`src/rtl/fifo9_gmii_tx_framer_pkg.sv`:
```
// Shared definitions for the per-port GMII transmit framer.
// Holds the GMII framing constants, the CRC-32 polynomial/init/residue
// values, the framer state encoding and a helper that picks one FCS byte
// out of the running CRC register.
package fifo9_gmii_tx_framer_pkg;

  // GMII framing bytes
  localparam logic [7:0] PREAMBLE = 8'h55;
  localparam logic [7:0] SFD      = 8'hD5;

  // IEEE 802.3 CRC-32, reflected (LSB-first) form of 0x04C11DB7
  localparam logic [31:0] CRC32_POLY    = 32'hEDB88320;
  localparam logic [31:0] CRC32_INIT    = 32'hFFFFFFFF;
  localparam logic [31:0] CRC32_RESIDUE = 32'hDEBB20E3;

  typedef enum logic [3:0] {
    ST_IDLE,
    ST_PRE,
    ST_SFD,
    ST_DATA,
    ST_PAD,
    ST_FCS,
    ST_ABORT,
    ST_DRAIN,
    ST_IFG
  } state_e;

  // The FCS is the inverted CRC register sent least significant byte first
  function automatic logic [7:0] fcs_byte(input logic [31:0] crc, input logic [1:0] idx);
    logic [31:0] shifted;
    shifted = (~crc) >> {idx, 3'b000};
    return shifted[7:0];
  endfunction

endpackage

```
`src/rtl/crc32_d8.sv`:
```
// Combinational CRC-32 next-state function, one byte per clock.
// Ports:
//   crc_in  [31:0]  current CRC register
//   d       [7:0]   byte to fold in (bit 0 is transmitted first)
//   crc_out [31:0]  CRC register after absorbing d
module crc32_d8
  import fifo9_gmii_tx_framer_pkg::*;
(
  input  logic [31:0] crc_in,
  input  logic [7:0]  d,
  output logic [31:0] crc_out
);

  logic [31:0] c;

  // Eight LSB-first shift steps of the reflected polynomial, unrolled by synthesis
  always_comb begin
    c = crc_in ^ {24'h000000, d};
    for (int i = 0; i < 8; i++) begin
      c = c[0] ? ((c >> 1) ^ CRC32_POLY) : (c >> 1);
    end
    crc_out = c;
  end

endmodule

```
`src/rtl/fifo9_gmii_tx_framer.sv`:
```
// Per-port GMII transmit framer in the gmii_tx_clk domain.
// Reads 9-bit FWFT FIFO entries ([8]=1 frame byte, [8]=0 frame separator)
// holding DA..payload, and drives preamble, SFD, data, zero pad up to
// MinFrame, the CRC-32 FCS and the inter-frame gap onto GMII.
// Ports:
//   gmii_tx_clk    clock
//   sys_rst        asynchronous active-high reset
//   dout[8:0]      FIFO head, valid when empty=0
//   empty          FIFO empty
//   rd_en          pop the FIFO head this cycle (combinational)
//   gmii_tx_en     GMII transmit enable (registered)
//   gmii_txd[7:0]  GMII transmit data (registered)
//   gmii_tx_er     GMII transmit error (registered)
//   tx_frame_done  pulse with the last FCS byte of a good frame
//   tx_underrun    pulse with the abort byte when the FIFO ran dry mid-frame
module fifo9_gmii_tx_framer
  import fifo9_gmii_tx_framer_pkg::*;
#(
  parameter int PreambleLen = 7,
  parameter int MinFrame    = 60,
  parameter int MaxFrame    = 1514,
  parameter int Ifg         = 12
) (
  input  logic       gmii_tx_clk,
  input  logic       sys_rst,
  input  logic [8:0] dout,
  input  logic       empty,
  output logic       rd_en,
  output logic       gmii_tx_en,
  output logic [7:0] gmii_txd,
  output logic       gmii_tx_er,
  output logic       tx_frame_done,
  output logic       tx_underrun
);

  state_e      state_q, state_d;
  logic [3:0]  cnt_q, cnt_d;
  logic [10:0] bcnt_q, bcnt_d;
  logic [10:0] bcnt_inc;
  logic [31:0] crc_q, crc_d;
  logic [31:0] crc_next;
  logic [7:0]  crc_din;
  logic        tx_en_q, tx_en_d;
  logic [7:0]  txd_q, txd_d;
  logic        tx_er_q, tx_er_d;
  logic        done_q, done_d;
  logic        underrun_q, underrun_d;
  logic        in_data;

  // The decision made in a cycle lands on the wire the next cycle, so the
  // separator lookahead in DATA can load a pad or FCS byte straight into the
  // output register and tx_en never drops inside a frame.
  assign in_data  = (state_q == ST_SFD) || (state_q == ST_DATA);
  assign bcnt_inc = (bcnt_q == 11'h7FF) ? bcnt_q : bcnt_q + 11'd1;
  assign crc_din  = (in_data && dout[8]) ? dout[7:0] : 8'h00;

  crc32_d8 u_crc (
    .crc_in  (crc_q),
    .d       (crc_din),
    .crc_out (crc_next)
  );

  // Next-state and next-output logic; cnt_q is the preamble index, the FCS
  // byte index or the gap counter depending on state
  always_comb begin
    state_d    = state_q;
    cnt_d      = cnt_q;
    bcnt_d     = bcnt_q;
    crc_d      = crc_q;
    tx_en_d    = 1'b0;
    txd_d      = 8'h00;
    tx_er_d    = 1'b0;
    done_d     = 1'b0;
    underrun_d = 1'b0;
    rd_en      = 1'b0;

    case (state_q)
      ST_IDLE: begin
        if (!empty) begin
          if (dout[8]) begin
            state_d = ST_PRE;
            cnt_d   = 4'd1;
            tx_en_d = 1'b1;
            txd_d   = PREAMBLE;
          end else begin
            rd_en = 1'b1;
          end
        end
      end

      ST_PRE: begin
        tx_en_d = 1'b1;
        if (cnt_q == 4'(PreambleLen)) begin
          state_d = ST_SFD;
          txd_d   = SFD;
          crc_d   = CRC32_INIT;
          bcnt_d  = 11'd0;
        end else begin
          txd_d = PREAMBLE;
          cnt_d = cnt_q + 4'd1;
        end
      end

      // SFD is on the wire while the first data byte is being fetched, so it
      // shares the data decision; empty is tested first so underrun wins
      ST_SFD, ST_DATA: begin
        tx_en_d = 1'b1;
        if (empty) begin
          state_d    = ST_ABORT;
          tx_er_d    = 1'b1;
          underrun_d = 1'b1;
        end else if (dout[8]) begin
          rd_en = 1'b1;
          if (bcnt_q == 11'(MaxFrame)) begin
            state_d = ST_ABORT;
            tx_er_d = 1'b1;
          end else begin
            state_d = ST_DATA;
            txd_d   = dout[7:0];
            crc_d   = crc_next;
            bcnt_d  = bcnt_inc;
          end
        end else begin
          rd_en = 1'b1;
          if (bcnt_q < 11'(MinFrame)) begin
            state_d = ST_PAD;
            crc_d   = crc_next;
            bcnt_d  = bcnt_inc;
          end else begin
            state_d = ST_FCS;
            txd_d   = fcs_byte(crc_q, 2'd0);
            cnt_d   = 4'd0;
          end
        end
      end

      ST_PAD: begin
        tx_en_d = 1'b1;
        if (bcnt_q < 11'(MinFrame)) begin
          crc_d  = crc_next;
          bcnt_d = bcnt_inc;
        end else begin
          state_d = ST_FCS;
          txd_d   = fcs_byte(crc_q, 2'd0);
          cnt_d   = 4'd0;
        end
      end

      ST_FCS: begin
        if (cnt_q == 4'd3) begin
          state_d = ST_IFG;
          cnt_d   = 4'd1;
        end else begin
          tx_en_d = 1'b1;
          txd_d   = fcs_byte(crc_q, cnt_q[1:0] + 2'd1);
          cnt_d   = cnt_q + 4'd1;
          done_d  = (cnt_q == 4'd2);
        end
      end

      ST_ABORT: begin
        state_d = ST_DRAIN;
      end

      ST_DRAIN: begin
        if (!empty) begin
          rd_en = 1'b1;
          if (!dout[8]) begin
            state_d = ST_IFG;
            cnt_d   = 4'd1;
          end
        end
      end

      // The IDLE cycle that launches the next preamble is itself idle on the
      // wire, so IFG holds for one cycle less than the full gap
      ST_IFG: begin
        if (cnt_q >= 4'(Ifg - 1)) begin
          state_d = ST_IDLE;
          cnt_d   = 4'd0;
        end else begin
          cnt_d = cnt_q + 4'd1;
        end
      end

      default: begin
        state_d = ST_IDLE;
      end
    endcase
  end

  // State, counters and the registered GMII outputs
  always_ff @(posedge gmii_tx_clk or posedge sys_rst) begin
    if (sys_rst) begin
      state_q    <= ST_IDLE;
      cnt_q      <= 4'd0;
      bcnt_q     <= 11'd0;
      crc_q      <= 32'h0;
      tx_en_q    <= 1'b0;
      txd_q      <= 8'h00;
      tx_er_q    <= 1'b0;
      done_q     <= 1'b0;
      underrun_q <= 1'b0;
    end else begin
      state_q    <= state_d;
      cnt_q      <= cnt_d;
      bcnt_q     <= bcnt_d;
      crc_q      <= crc_d;
      tx_en_q    <= tx_en_d;
      txd_q      <= txd_d;
      tx_er_q    <= tx_er_d;
      done_q     <= done_d;
      underrun_q <= underrun_d;
    end
  end

  assign gmii_tx_en    = tx_en_q;
  assign gmii_txd      = txd_q;
  assign gmii_tx_er    = tx_er_q;
  assign tx_frame_done = done_q;
  assign tx_underrun   = underrun_q;

endmodule

```
`config.mk`:
```
export PLATFORM = sky130hd
export DESIGN_NAME = fifo9_gmii_tx_framer
export DESIGN_NICKNAME = d
export VERILOG_FILES = /design/src/rtl/fifo9_gmii_tx_framer_pkg.sv /design/src/rtl/crc32_d8.sv /design/src/rtl/fifo9_gmii_tx_framer.sv
export SDC_FILE = /design/constraint.sdc
export NUM_CORES = 1
export LEC_CHECK = 0
export CORE_ASPECT_RATIO = 2
export CORE_MARGIN = 2
export CORE_UTILIZATION = 62
export DETAILED_ROUTE_END_ITERATION = 8
export GPL_ROUTABILITY_DRIVEN = 0
export GPL_TIMING_DRIVEN = 0
export PLACE_DENSITY = 0.82
export RECOVER_POWER = 100
export SLEW_MARGIN = 40
export SYNTH_ARGS = -nofsm -noshare
export SYNTH_HDL_FRONTEND = slang
export SYNTH_SLANG_ARGS = --single-unit
```
`constraint.sdc`:
```
create_clock -name gmii_tx_clk -period 3.5 [get_ports gmii_tx_clk]
set_input_delay 0.35 -clock gmii_tx_clk [delete_from_list [all_inputs] [get_ports gmii_tx_clk]]
set_output_delay 0.35 -clock gmii_tx_clk [all_outputs]
set_load 0.005 [all_outputs]
```
Word-level counts from Yosys, hierarchy flattened
Index checks and enable logic that the tools add are counted.
Widths: inputs -> output; s select.
{"block": "totals", "wordCells": 130, "input_bits": 12, "register_bits": 63, "output_inout_bits": 13}
{"block": "classes", "n_addsub": 3, "eq_ne": 25, "n_mux": 69, "n_reduce_logical": 11, "bitwise_logic": 10, "order_cmp": 2, "n_shift": 1}
{"cell": "$mux 32", "count": 13}
{"cell": "$not 13->14", "count": 8}
{"cell": "$pmux 32 s3", "count": 1}
{"cell": "$mux 4", "count": 18}
{"cell": "$mux 11", "count": 6}
{"cell": "$mux 8", "count": 7}
{"cell": "$pmux 8 s5", "count": 1}
{"cell": "$pmux 11 s3", "count": 1}
{"cell": "$not 32->32", "count": 1}
{"cell": "$pmux 4 s8", "count": 1}
{"cell": "$shr 32x5->8", "count": 1}
{"cell": "$xor 32x8->32", "count": 1}
{"cell": "$pmux 4 s7", "count": 1}
{"cell": "$eq 11x11->1 const B", "count": 2}
{"cell": "$ne 2x2->1 const B", "count": 11}
{"cell": "$eq 4x3->1 const B", "count": 5}
{"cell": "$eq 4x2->1 const B", "count": 4}
{"cell": "$reduce_and 8->1", "count": 2}
{"cell": "$mux 1", "count": 15}
{"cell": "$mux 7", "count": 2}
{"cell": "$add 11x1->11 const B", "count": 1}
{"cell": "$lt 11x6->1 const B", "count": 1}
{"cell": "$reduce_bool 7->1", "count": 1}
{"cell": "$add 4x1->4 const B", "count": 1}
{"cell": "other kinds (16)", "count": 16}

Logic depth before layout (Yosys ltp)
{"block": "logic_depth", "word_depth": 25, "mapped_depth": 10, "depth_no_buf": 8}

Hierarchy
From an unflattened synthesis, not the netlist that was laid out.
{"block": "hier_totals", "cells_unflattened": 442, "hier_area_um2": 4655.7}
{"mod": "fifo9_gmii_tx_framer", "area_each_um2": 3702.3, "cells_per_inst": 381, "seq_area_each_um2": 1576.5, "n_inst": 1}
{"mod": "crc32_d8", "area_each_um2": 953.4, "cells_per_inst": 61, "seq_area_each_um2": 0.0, "n_inst": 1}

Worst setup path after synthesis
Ideal clock, no wire load.
{"block": "synth_timing", "kind": "flip-flop to flip-flop", "start": "register cnt_q[0]", "end": "register txd_q[6] (netlist: gmii_txd[6])", "path_buffers": 2, "stages_incl_launch_ff": 8, "setup_ns": 0.083, "arrival_ns": 2.342, "synth_period_minus_slack_ns": 2.425, "t_required_ns": 3.417, "path_slack_ns": 1.075, "cell_sequence": "dfrtp_1 buf_1 inv_1 ha_1 clkbuf_1 mux4_2 o221a_2 o21ai_0"}
{"block": "synth_via", "elab_chain_cells": 4, "word_cells_on_any_way": 5, "cone_classes": "add/sub (1); eq/ne (1); shift (1); mux (2)"}
{"element": "from (decl)", "line_no": "fifo9_gmii_tx_framer.sv:37", "source": "logic [3:0] cnt_q, cnt_d;"}
{"element": "from (signal assigned)", "line_no": "fifo9_gmii_tx_framer.sv:206", "source": "cnt_q <= cnt_d;"}
{"element": "$add 2x1->2", "line_no": "fifo9_gmii_tx_framer.sv:155", "source": "txd_d = fcs_byte(crc_q, cnt_q[1:0] + 2'd1);"}
{"element": "$shr 32x5->8", "line_no": "fifo9_gmii_tx_framer_pkg.sv:31", "source": "shifted = (~crc) >> {idx, 3'b000};"}
{"element": "$mux 8 *", "line_no": "fifo9_gmii_tx_framer.sv:150", "source": "if (cnt_q == 4'd3) begin"}
{"element": "$pmux 8 s5 *", "line_no": "fifo9_gmii_tx_framer.sv:77", "source": "case (state_q)"}
{"element": "net txd_d[6]", "line_no": "fifo9_gmii_tx_framer.sv:44", "source": "logic [7:0] txd_q, txd_d;"}
{"element": "to (signal assigned)", "line_no": "fifo9_gmii_tx_framer.sv:210", "source": "txd_q <= txd_d;"}
{"element": "to (decl)", "line_no": "fifo9_gmii_tx_framer.sv:44"}
The timed path passes the listed nets; every way through them passes the cells marked *.
A chain may end at the register's enable or synchronous reset.

Final worst setup path
{"block": "layout_timing", "start": "register state_q[2]", "end": "register bcnt_q[7]"}
{"block": "layout_via", "elab_chain_cells": 4, "word_cells_on_any_way": 11, "cone_classes": "eq/ne (7); mux (1); reduce/logical (3)"}
{"element": "from (decl)", "line_no": "fifo9_gmii_tx_framer.sv:36", "source": "state_e state_q, state_d;"}
{"element": "from (signal assigned)", "line_no": "fifo9_gmii_tx_framer.sv:205", "source": "state_q <= state_d;"}
{"element": "$eq 4x2->1", "line_no": "fifo9_gmii_tx_framer.sv:77"}
{"element": "$reduce_or 2->1", "line_no": "fifo9_gmii_tx_framer.sv:77"}
{"element": "$ne 3x3->1 (no line) (tied with other cells)"}
{"element": "$reduce_and 4->1 (no line)"}
{"element": "to (signal assigned)", "line_no": "fifo9_gmii_tx_framer.sv:207", "source": "bcnt_q <= bcnt_d;"}
{"element": "to (decl)", "line_no": "fifo9_gmii_tx_framer.sv:38", "source": "logic [10:0] bcnt_q, bcnt_d;"}
Several ways; a longest one is shown, not always the timed one.

==> flow_summary_export.csv <==
group,metric,value,unit
route,num_vias,5008,
critical_path,rrSetupSlack,190,ps
timing,maxSlewHeadroom,-1.677,%
die,core_area,0.008292,sq mm
critical_path,start_kind,"register",
global_routing,grt_max_degree,34,
layout,drive_gt1_share,12.18,%
timing,tns,0,ps
global_routing,antenna_found_initial,0,
route,viasPerCell,7.269,
timing,min_period,3305,ps
synthesis,synth_nets,571,
synthesis,synth_area_leaders,"dfrtp_1 (30%), xnor3_1 (12%), o21ai_0 (5.0%)",
route,ant_nets,0,
power,ir_drop,0.7369,mV
global_routing,grt_pass1_vias,4987,
route,wl_per_cell,24.92,um
clock_network,postCtsSetupBuffers,0,
timing,clock.fmax,0.3026,GHz
critical_path,rr_endpoint,"bcnt_q[7]$_DFFE_PP0P_",
global_routing,overflow,0,
synthesis,ys_seq_area_share,29.86,%
timing,setup_violations,0,
global_routing,grt_pass1_wl,27.10,mm
place,dp_hpwl,12.24,mm
clock_network,clock_path_buffers,2,
timing,finClkSkew,9.219,ps
clock_network,cts_buffers,9,
power,leakagePower,2.560,nW
layout,instances_no_fill,689,
layout,multi_input_area,0.003406,sq mm
layout,syn_to_final_growth,11.54,%
die,fp.dieH,134.5,um
power,power.internal,3.768,mW
timing,timing.final.crit_share,94.43,%
synthesis,synth_top_cell_by_area,"dfrtp_1",
synthesis,syn_avg_cell_area,9.511,sq um
timing,max_slew.worst_pin.slew,1525,ps
hold_path,min_from,"empty",
clock_network,cts-htree-levels,3,
die,ios,25,
die,dieArea,0.009313,sq mm
critical_path,critPathRequiredTime,3740,ps
critical_path,cpMaxStageDelayCell,"a2bb2oi_2",
synthesis,yosys_warnings,0,
power,power.total,6.956,mW
status,failed_checks,"capacitance limit, slew limit",
critical_path,r2r_start,"state_q[2]$_DFFE_PP0P_",
critical_path,crit_chain,"clkbuf_1 -> nor4b_1 -> nand3_1 -> a2bb2oi_2 -> nand2_2 -> a21o_1 -> a22o_1",
clock_network,clk_pin_slew,60,ps
route,drt-pass1-iter-count,5,
synthesis,yosys.cell_count.top_type,"dfrtp_1",
power,clockPowerShare,12.8,%
clock_network,clock_sinks,63,
layout,fin_nets,602,
clock_network,cts_resized,0,
synthesis,netlist.area_leader.share,29.86,%
synthesis,synth_common_cells,"dfrtp_1 (63), o21ai_0 (53), a21oi_1 (43)",
clock_network,clockRootBuffer,"clkbuf_16",
status,status,"finished, violations left",
place,place_inst,673,
layout,seq_area,0.001577,sq mm
die,initial_utilization,63.66,%
place,io_buffers,19,
timing,rsz0062_at_grt,"no",
clock_network,holdBufCountCts,0,
critical_path,crit_arrival,3540,ps
power,p_seq_share,17.4,%
power,switching_share,45.83,%
hold_path,holdPathEnd,"tx_underrun$_DFF_PP0_",
clock_network,cts_tree,"yes",
synthesis,postSynthCellCount,555,
clock_network,clock_latency,350,ps
synthesis,synth_area,0.005279,sq mm
critical_path,reg2regPathDepth,7,
die,dieWidth,69.25,um
synthesis,synth.distinct_cells,85,
power,combPwrFrac,69.8,%
global_routing,grt_usage,38.62,%
critical_path,critPathCaptureType,"register",
layout,n_fill_cell,607,
layout,n_antenna_cell,0,
power,p_sw,3.188,mW
power,power_density,1181,mW/mm^2
synthesis,synth_seq_cells,63,
synthesis,synth-edff-count,0,
die,num_rows,47,
synthesis,ys_async_sr_fraction,100.0,%
flow_run,drv_cap,1,
route,drc,0,
route,drt_wl_total,17.17,mm
critical_path,crit_fanout,10,
critical_path,max_stage_delay,730,ps
timing,finalHoldViolCount,0,
critical_path,critPathKind,"reg2reg",
route,drtIter0Drc,686,
synthesis,synth_ff_type,"dfrtp_1",
hold_path,hold_path.class,"in2reg",
hold_path,min_path_cells,2,
timing,finalMaxSlewViolations,34,
[final cells by class]
type,instances,share of cell area [%]
clock buffer,10,3.889
timing repair buffer,20,3.442
multi-input combinational,430,57.84
tap,98,2.082
inverter,15,0.9775
buffer,47,3.952
sequential,63,26.77
clock inverter,6,1.041
[logic make-up after synthesis]
family / synth area share [%]
AOI/OAI and AO/OA: 25.53
xor gates and xnor gates: 19.01
adders and majority gates: 0.9481
buffers and inverters: 5.523
DFF: 29.86
muxes: 3.792
and+or+nand+nor: 15.34
[per-layer routing]
metal | GRT usage (%) | part of all wire [%] | vias to the layer above | wire length (um)
met4 | 28.43 | 8.5 | 0 | 1464
li1 | - | - | 2135 | -
met3 | 7.537 | 8.6 | 123 | 1470
met2 | 65.06 | 50 | 350 | 8565
met5 | 0 | 0 | - | 0
met1 | 42.83 | 33 | 2400 | 5670
[worst max-delay path by stage]
stage	depth (start not counted)	from	slack (ps)	end
after floorplan	7	cnt_q[0]$_DFFE_PP0P_	1070	gmii_txd[6]$_DFF_PP0_
after global placement	7	cnt_q[0]$_DFFE_PP0P_	380	gmii_txd[6]$_DFF_PP0_
after detailed placement	8	cnt_q[0]$_DFFE_PP0P_	340	gmii_txd[7]$_DFF_PP0_
after CTS	7	cnt_q[0]$_DFFE_PP0P_	300	gmii_txd[6]$_DFF_PP0_
after global routing	8	cnt_q[0]$_DFFE_PP0P_	2	gmii_txd[7]$_DFF_PP0_
final	7	state_q[2]$_DFFE_PP0P_	190	bcnt_q[7]$_DFFE_PP0P_
[worst max-delay path: cells and delay by family, from the launching register on]
kind,cells,cell delay (ps)
and+or+nand+nor,3,1450
AOI/OAI and AO/OA,3,1140
DFF,1,390
buffers and inverters,1,200
[layout by cell type (no fill, tap or decap), drive strengths merged, types with 10 or more instances in the layout]
cell type / instances
a21oi: 44
clkbuf: 36
nor3: 12
inv: 14
o31ai: 11
o21ai: 64
dlygate4sd3: 14
nor2: 37
xor2: 10
nand2: 44
dfrtp: 63
xnor2: 24
xnor3: 27
buf: 21
[metrics by stage]
stage               hold slack (ps)  setup slack (ps)  utilization, %  area, sq um
finish                        432.6             195.0           71.01         5888
global route                  450.6             1.802           71.01         5888
CTS                           373.4             299.8           71.21         5904
detailed placement            527.9             340.6           67.71         5614
global placement              514.1             375.1           67.44         5592
floorplan                     467.9              1075               -         5279
[sequential cells by signal, summed over array words and instances (netlist names)]
| signal | count |
|---|---|
| cnt_q | 4 |
| gmii_tx_er | 1 |
| gmii_tx_en | 1 |
| tx_underrun | 1 |
| state_q | 4 |
| gmii_txd | 8 |
| tx_frame_done | 1 |
| bcnt_q | 11 |
| crc_q | 32 |
[power by group through the flow]
stage | Clock (mW) | Combinational [mW] | Sequential (mW)
CTS | 0.894 | 4.73 | 1.19
global placement | 0 | 4.51 | 1.19
floorplan | 0 | 3.60 | 1.14
finish | 0.893 | 4.85 | 1.21
detailed placement | 0 | 4.64 | 1.21
global route | 0.922 | 5.12 | 1.23
Note: power is estimated with default switching activity, not from simulation.
